**src/rtl/tomasulo_pkg.sv**
```systemverilog
// Shared Tomasulo types: issue/CDB payloads and the multiplier op descriptor.
// Every execution unit and the ROB agree on these widths.
package tomasulo_pkg;

  localparam int XLEN    = 32;
  localparam int MPY_LAT = 4;

  typedef logic [4:0] reg_t;
  typedef logic [3:0] tag_t;
  typedef logic [4:0] robid_t;

  typedef struct packed {
    logic [1:0][XLEN-1:0] rdata;
    reg_t                 wa;
    tag_t                 tag;
    robid_t               robid;
  } issue_t;

  typedef struct packed {
    logic            vld;
    logic [XLEN-1:0] wdata;
    reg_t            wa;
    tag_t            tag;
    robid_t          robid;
  } cdb_t;

  typedef struct packed {
    logic sgn;
    logic hi;
  } mpy_op_t;

endpackage

```
**src/rtl/tomasulo_mpy_cq.sv**
```systemverilog
// In-order completion queue for the multiplier; the registered head is the
// unit's CDB output and reads as all-zero whenever the queue is empty.
module tomasulo_mpy_cq
  import tomasulo_pkg::*;
#(
  parameter int Q = 4
) (
  input  logic clk,
  input  logic rst,
  input  logic flush,
  input  logic push,
  input  cdb_t push_data,
  input  logic pop,
  output cdb_t head
);

  localparam int AW = (Q > 1) ? $clog2(Q) : 1;
  localparam int CW = $clog2(Q + 1);
  localparam logic [AW-1:0] LAST = AW'(Q - 1);
  localparam logic [CW-1:0] QC   = CW'(Q);

  cdb_t          mem [Q];
  logic [AW-1:0] rd, wr, rd_n, wr_n;
  logic [CW-1:0] cnt, cnt_pop, cnt_n;
  cdb_t          head_n;

  function automatic logic [AW-1:0] nxt(input logic [AW-1:0] p);
    return (p == LAST) ? '0 : p + 1'b1;
  endfunction

  // A push into a queue that is empty after this cycle's pop bypasses
  // storage so the head is valid the very next cycle.
  always_comb begin
    cnt_pop = cnt - CW'(pop);
    cnt_n   = cnt_pop + CW'(push);
    rd_n    = pop ? nxt(rd) : rd;
    wr_n    = push ? nxt(wr) : wr;
    head_n  = '0;
    if (cnt_n != '0) head_n = (push && cnt_pop == '0) ? push_data : mem[rd_n];
  end

  always_ff @(posedge clk) begin
    if (rst || flush) begin
      rd   <= '0;
      wr   <= '0;
      cnt  <= '0;
      head <= '0;
    end else begin
      rd   <= rd_n;
      wr   <= wr_n;
      cnt  <= cnt_n;
      head <= head_n;
    end
  end

  always_ff @(posedge clk) begin
    if (push) mem[wr] <= push_data;
  end

  a_no_overflow: assert property (@(posedge clk) disable iff (rst || flush)
    !(push && cnt == QC));

endmodule

```
**src/rtl/tomasulo_exe_mpy_pipe.sv**
```systemverilog
// Fully pipelined W x W multiplier execution unit with credit-based issue
// back-pressure and an in-order result queue feeding the CDB.
module tomasulo_exe_mpy_pipe
  import tomasulo_pkg::*;
#(
  parameter int W   = XLEN,  // must not exceed XLEN
  parameter int LAT = MPY_LAT,
  parameter int Q   = 4
) (
  input  logic    clk,
  input  logic    rst,
  input  logic    iss_vld,
  input  issue_t  iss,
  input  mpy_op_t iss_op,
  output logic    iss_busy_r,
  input  logic    flush,
  output cdb_t    cdb_r,
  input  logic    cdb_gnt
);

  localparam int CW = $clog2(Q + 1);
  localparam logic [CW-1:0] QC = CW'(Q);

  logic           acc, gnt;
  logic [W-1:0]   opa, opb;
  logic [2*W-1:0] a_ext, b_ext, prod;
  cdb_t           stage_in;
  logic [LAT-1:0] sv;
  cdb_t           sp [LAT];
  logic [CW-1:0]  occ, occ_n;

  assign acc = iss_vld & ~iss_busy_r & ~flush;
  assign gnt = cdb_gnt & cdb_r.vld & ~flush;

  assign opa = iss.rdata[0][W-1:0];
  assign opb = iss.rdata[1][W-1:0];

  // Low 2W bits of the extended-operand product are exact for both signed
  // and unsigned interpretations.
  always_comb begin
    a_ext          = iss_op.sgn ? {{W{opa[W-1]}}, opa} : {{W{1'b0}}, opa};
    b_ext          = iss_op.sgn ? {{W{opb[W-1]}}, opb} : {{W{1'b0}}, opb};
    prod           = a_ext * b_ext;
    stage_in       = '0;
    stage_in.vld   = 1'b1;
    stage_in.wdata = XLEN'(iss_op.hi ? prod[2*W-1:W] : prod[W-1:0]);
    stage_in.wa    = iss.wa;
    stage_in.tag   = iss.tag;
    stage_in.robid = iss.robid;
  end

  always_ff @(posedge clk) begin
    if (rst || flush) sv <= '0;
    else              sv <= {sv[LAT-2:0], acc};
  end

  always_ff @(posedge clk) begin
    sp[0] <= stage_in;
    for (int i = 1; i < LAT; i++) sp[i] <= sp[i-1];
  end

  // Credits cover both in-flight stages and queued results, so the queue
  // can never be full when a result leaves the last stage.
  always_comb begin
    occ_n = occ;
    case ({acc, gnt})
      2'b10:   occ_n = occ + 1'b1;
      2'b01:   occ_n = occ - 1'b1;
      default: occ_n = occ;
    endcase
  end

  always_ff @(posedge clk) begin
    if (rst || flush) begin
      occ        <= '0;
      iss_busy_r <= 1'b0;
    end else begin
      occ        <= occ_n;
      iss_busy_r <= (occ_n >= QC);
    end
  end

  tomasulo_mpy_cq #(.Q(Q)) u_cq (
    .clk       (clk),
    .rst       (rst),
    .flush     (flush),
    .push      (sv[LAT-1]),
    .push_data (sp[LAT-1]),
    .pop       (gnt),
    .head      (cdb_r)
  );

  a_occ_bound: assert property (@(posedge clk) disable iff (rst) occ <= QC);

endmodule
```
**config.mk**
```make
export PLATFORM = sky130hd
export DESIGN_NAME = tomasulo_exe_mpy_pipe
export DESIGN_NICKNAME = d
export VERILOG_FILES = /design/src/rtl/tomasulo_pkg.sv /design/src/rtl/tomasulo_mpy_cq.sv /design/src/rtl/tomasulo_exe_mpy_pipe.sv
export SDC_FILE = /design/constraint.sdc
export NUM_CORES = 2
export LEC_CHECK = 0
export CORE_MARGIN = 4
export CORE_UTILIZATION = 55
export DETAILED_ROUTE_END_ITERATION = 6
export DONT_BUFFER_PORTS = 1
export GPL_TIMING_DRIVEN = 0
export PLACE_DENSITY = 0.66
export SETUP_SLACK_MARGIN = 0.02
export SLEW_MARGIN = 10
export SYNTH_ARGS = -nofsm -noshare
export SYNTH_HDL_FRONTEND = slang
export SYNTH_SLANG_ARGS = --single-unit
```
**constraint.sdc**
```tcl
create_clock -name clk -period 24.3 [get_ports clk]
set_input_delay 4.86 -clock clk [delete_from_list [all_inputs] [get_ports clk]]
set_output_delay 4.86 -clock clk [all_outputs]
set_load 0.01 [all_outputs]
```
Yosys cells after proc, flatten, opt, wreduce, memory -nomap -nowiden
Memories as Yosys holds them, arrays and structs flattened.
Index checks and enable logic that the tools add are counted.
Widths: inputs -> output; s select.
{"block": "op_classes", "n_mux": 10, "n_bitwise": 7, "n_eq_ne": 4, "add_sub_neg": 6, "n_mul": 1, "n_lt_le_gt_ge": 1, "reduce_logical": 5, "div_mod_pow": 0, "shifts": 0}
{"op": "$mux 64", "count": 2}
{"op": "$mul 64x64->64", "count": 1}
{"op": "$mux 47", "count": 1}
{"op": "$mux 32", "count": 1}
{"op": "$eq 2x2->1 const B", "count": 3}
{"op": "$mux 2", "count": 3}
{"op": "$pmux 3 s2", "count": 1}
{"op": "$add 2x1->2 const B", "count": 2}
{"op": "$and 1x1->1", "count": 4}
{"op": "$add 3x1->3", "count": 1}
{"op": "$add 3x1->3 const B", "count": 1}
{"op": "$ge 3x3->1 const B", "count": 1}
{"op": "$logic_not 3->1", "count": 1}
{"op": "$not 1->1", "count": 3}
{"op": "$reduce_bool 3->1", "count": 1}
{"op": "$sub 3x1->3", "count": 1}
{"op": "$sub 3x1->3 const B", "count": 1}
{"op": "$eq 2x1->1 const B", "count": 1}
{"op": "$mux 1", "count": 2}
{"op": "$reduce_or 2->1", "count": 1}
{"op": "$logic_and 1x1->1", "count": 1}
{"op": "$logic_or 1x1->1", "count": 1}
{"block": "totals", "elab_cells": 47, "ramBits": 376, "rom_bits": 0, "out_inout_bits": 48, "in_bits": 85, "reg_bits": 62, "latchBits": 0, "mem_count": 2}
{"memory": "sp", "depth": 4, "word_bits": 47, "read_ports": 4, "rd_ports_with_merged_regs": 0, "write_ports": 4, "line_no": "tomasulo_exe_mpy_pipe.sv:29", "text": "cdb_t sp [LAT];"}
{"memory": "u_cq.mem", "depth": 4, "word_bits": 47, "read_ports": 1, "rd_ports_with_merged_regs": 0, "write_ports": 1, "line_no": "tomasulo_mpy_cq.sv:22", "text": "cdb_t mem [Q];"}

Longest topological paths before layout
{"block": "logic_depth", "depth_word": 7, "mapped_depth": 33, "ltp_nobuf": 31}

Hierarchy
Synthesis repeated with hierarchy kept, for this count alone.
{"block": "unflattened", "hier_cells": 6135, "hier_area_um2": 62728.9}
{"mod": "tomasulo_exe_mpy_pipe", "n_inst": 1, "seq_area_each_um2": 3823.7, "cells_per_inst": 5352, "area_per_inst_um2": 52137.5}
{"mod": "tomasulo_mpy_cq", "n_inst": 1, "seq_area_each_um2": 6726.5, "cells_per_inst": 783, "area_per_inst_um2": 10591.4}

Worst setup path before layout
Ideal clock, no wire load.
{"block": "synth_timing", "path_kind": "input-to-reg", "from": "in iss_op[1] (netlist bit)", "to": "mem sp[0][44] (netlist bit)", "setup_slack_ns": 10.820, "required_time_ns": 24.238, "n_path_buf": 2, "setup_time_ns": 0.062, "cell_stages": 30, "arrival_ns": 13.418, "cell_sequence": "and2_1 > clkbuf_1 > clkbuf_1 > nand2_1 > inv_1 > fa_1 > inv_1 > fa_1 > inv_1 > fa_1 > inv_1 > fa_1 > fa_1 > inv_1 > fa_1 > fa_1 > fa_1 > fa_1 > inv_1 > fa_1 > inv_1 > ha_1 > nand2_1 > or3_1 > nor4_2 > a21o_1 > a31o_2 > o221ai_2 > or3_1 > nand3_1"}
{"element": "start, declared", "line_no": "tomasulo_exe_mpy_pipe.sv:14", "text": "input mpy_op_t iss_op,"}
{"element": "end, declared", "line_no": "tomasulo_exe_mpy_pipe.sv:29"}

==> flow_summary.yaml <==
critical_path:
  start_kind: "input port"
  arrival_ps: 15640
  r2r_setup_slack_ps: 21010
  slowest_delay_ps: 930
  crit_type: "in -> reg"
  cp_slowest_cell: "fa_1"
  end_kind: "flop"
  cp.required_ps: 24730
  critPathMaxFanout: 10
  cp_top_family: "adder cells"
  crit_buf_inv: 7
  worst_path_most_repeated_cell: "fa_1"
synth:
  synth_top_area_share_pct: 46.53
  yosys.area_share.xor_xnor_pct: 1.677
  synth_top_family_by_area: "adder cells"
  syn_area_mm2: 0.06109
  ys.flop_type: "dfxtp_1"
  synthCells: 6101
  ys_ff_latch: 429
  synth.most_common_cell: "inv_1"
  synth_top_area_cell: "fa_1"
  synth_compound_area_share_pct: 3.203
  synth-simple-area-share_pct: 13.64
  synth_warnings: 0
  synth_area_per_cell_um2: 10.01
  ys_async_sr_fraction_pct: 0
  yosysSeqAreaShare_pct: 17.07
  mappedNetlistNets: 7924
  muxShareOfSynthArea_pct: 0.2355
  synth-edff-count: 184
  synthAdderAreaFrac_pct: 53.11
  synth_commonest_cells: "1,516 x inv_1, 1,420 x fa_1, 780 x nand2_1"
  synth_cell_type_count: 73
  yosys-top-cells-area: "fa_1 47%, inv_1 9.3%, edfxtp_1 9.0%, dfxtp_1 8.0%, ha_1 6.5%"
clock_tree:
  htreeDepth: 2
  cts_root_buffer: "clkbuf_16"
  cts_buffers: 34
  clockBufferDepth: 3
  numClockSinks: 429
  cts_setup_buffers: 0
  cts-hold-fix-buffers: 0
  cts_resized: 0
  cts_tree: "built"
  clk_latency_ps: 520
  clk_pin_slew_worst_paths_ps: 70
placed_design:
  portBuffers: 0
  placed_cell_area_mm2: 0.06305
  place.gp.congestion: 1.047
  dp_hpwl_mm: 174.6
  dp_slack_ps: 8734
sta:
  rsz0062_at_grt: "false"
  worstMarginPinSlew_ps: 1451
  layout_min_cycle_time_ps: 15200
  fin_skew_ps: 19.96
  setup_viol: 0
  setup_ws_ps: 9095
  hold_viol_final: 0
  final.period_utilization_pct: 62.57
  max_freq_ghz: 0.06577
  relSlewSlack_pct: 3.292
  drv_slew: 0
  fin_setup_tns_ps: 0
finish:
  areaGrowthSynthToFinish_pct: 5.190
  fin_area_mm2: 0.06426
  fin_nets: 7964
  drive_above_1_share_pct: 1.703
  nFillCells: 9762
  final_util_pct: 58.15
global_route:
  grt_usage_pct: 35.61
  grt_pass1_wl_mm: 299.1
  antenna_found_initial: 37
  overflow: 0
  first_global_vias: 45369
  grt_max_degree: 48
floorplan:
  core_mm2: 0.1105
  die_x_um: 341.3
  start_util_pct: 55.28
  die_h_um: 341.3
  rows: 122
  dieArea_mm2: 0.1165
  io_pins: 133
run:
  maxCapViolCount: 0
drt:
  routed_via_density: 5.551
  wl_per_cell_um: 26.46
  vias: 42607
  drt_iter0_drc: 3714
  drcViolationCount: 0
  routed_wl_mm: 203.1
  drt-pass1-iter-count: 6
  antenna_left: 0
hold_path:
  worstHoldPathType: "reg -> reg"
outcome:
  status: "complete, no violations"
-- layer usage --
metal / track usage (%) / up-vias / part of all wire [%]
li1: - / 17889 / -
met2: 54.71 / 2424 / 44
met3: 11.02 / 571 / 12
met4: 17.39 / 36 / 6.0
met1: 46.24 / 21687 / 38
met5: 0 / - / 0.14
-- placed cells by master, fill, tap and decap left out, types with 5 or more instances in the layout --
cell type / instances
nor2_1: 62
buf_1: 15
nand2b_1: 6
o21a_1: 8
a31o_2: 12
clkbuf_8: 6
or3_1: 5
inv_1: 1515
clkbuf_16: 37
a211oi_1: 5
edfxtp_1: 184
nand4_1: 8
o211ai_1: 9
a21oi_1: 127
ha_1: 318
o21ai_0: 41
mux2i_1: 11
o21bai_1: 10
nor3_1: 10
clkbuf_1: 268
a21o_1: 44
o31ai_1: 5
fa_1: 1420
and2_1: 600
xor2_1: 28
clkinv_2: 6
a31oi_1: 10
diode_2: 22
xnor2_1: 89
nand3_1: 162
nand2_1: 779
dfxtp_1: 245
and3_1: 27
-- final cells by class --
cell class	count	area [um2]	share of cell area, %
multi-input combinational	3873	43920	68.34
sequential	429	10430	16.23
inverter	1516	5690	8.855
tap	1488	1862	2.897
buffer	283	1066	1.659
clock buffer	46	1020	1.587
clock inverter	15	132.6	0.2064
timing repair buffer	4	87.58	0.1363
antenna	22	55.05	0.08567
-- state kept, by name (all words and copies together) (netlist names), named ones only --
name       flops
u_cq.cnt       3
u_cq.mem     184
u_cq.wr        2
u_cq.head     47
u_cq.rd        2
sv             4
sp           184
occ            2
-- stage by stage --
| step | hold slack [ps] | cells |
|---|---|---|
| after CTS | 316.4 | 7654 |
| after floorplan | 309.6 | 6101 |
| after global routing | 320.0 | 7655 |
| after detailed placement | 312.1 | 7593 |
| final | 314.4 | 7676 |
| after global placement | 310.1 | 7589 |
-- path summary, 6_finish.rpt --
path	from	endpoint	cells past startpoint
setup / recovery	iss_op[1]	sp[0][42]$_DFF_P_	26
hold / removal	sp[0][1]$_DFF_P_	sp[1][1]$_DFF_P_	0
setup reg to reg	u_cq.head[46]$_SDFF_PP0_	u_cq.head[42]$_SDFF_PP0_	12
hold reg to reg	sp[0][1]$_DFF_P_	sp[1][1]$_DFF_P_	0
-- logic make-up (layout without fill, tap and decap cells) --
group                      count (synthesis)  in the layout
adders and majority gates               1742           1742
buffers and inverters                   1799           1864
DFF                                      429            429
muxes                                     14             14
other                                      0             22
AOI/OAI and AO/OA                        305            305
and+or+nand+nor                         1695           1695
xor gates and xnor gates                 117            117
Power is left out: the tool's default activity adds up to more than one toggle a clock period on the data nets, which glitch-free logic cannot reach.
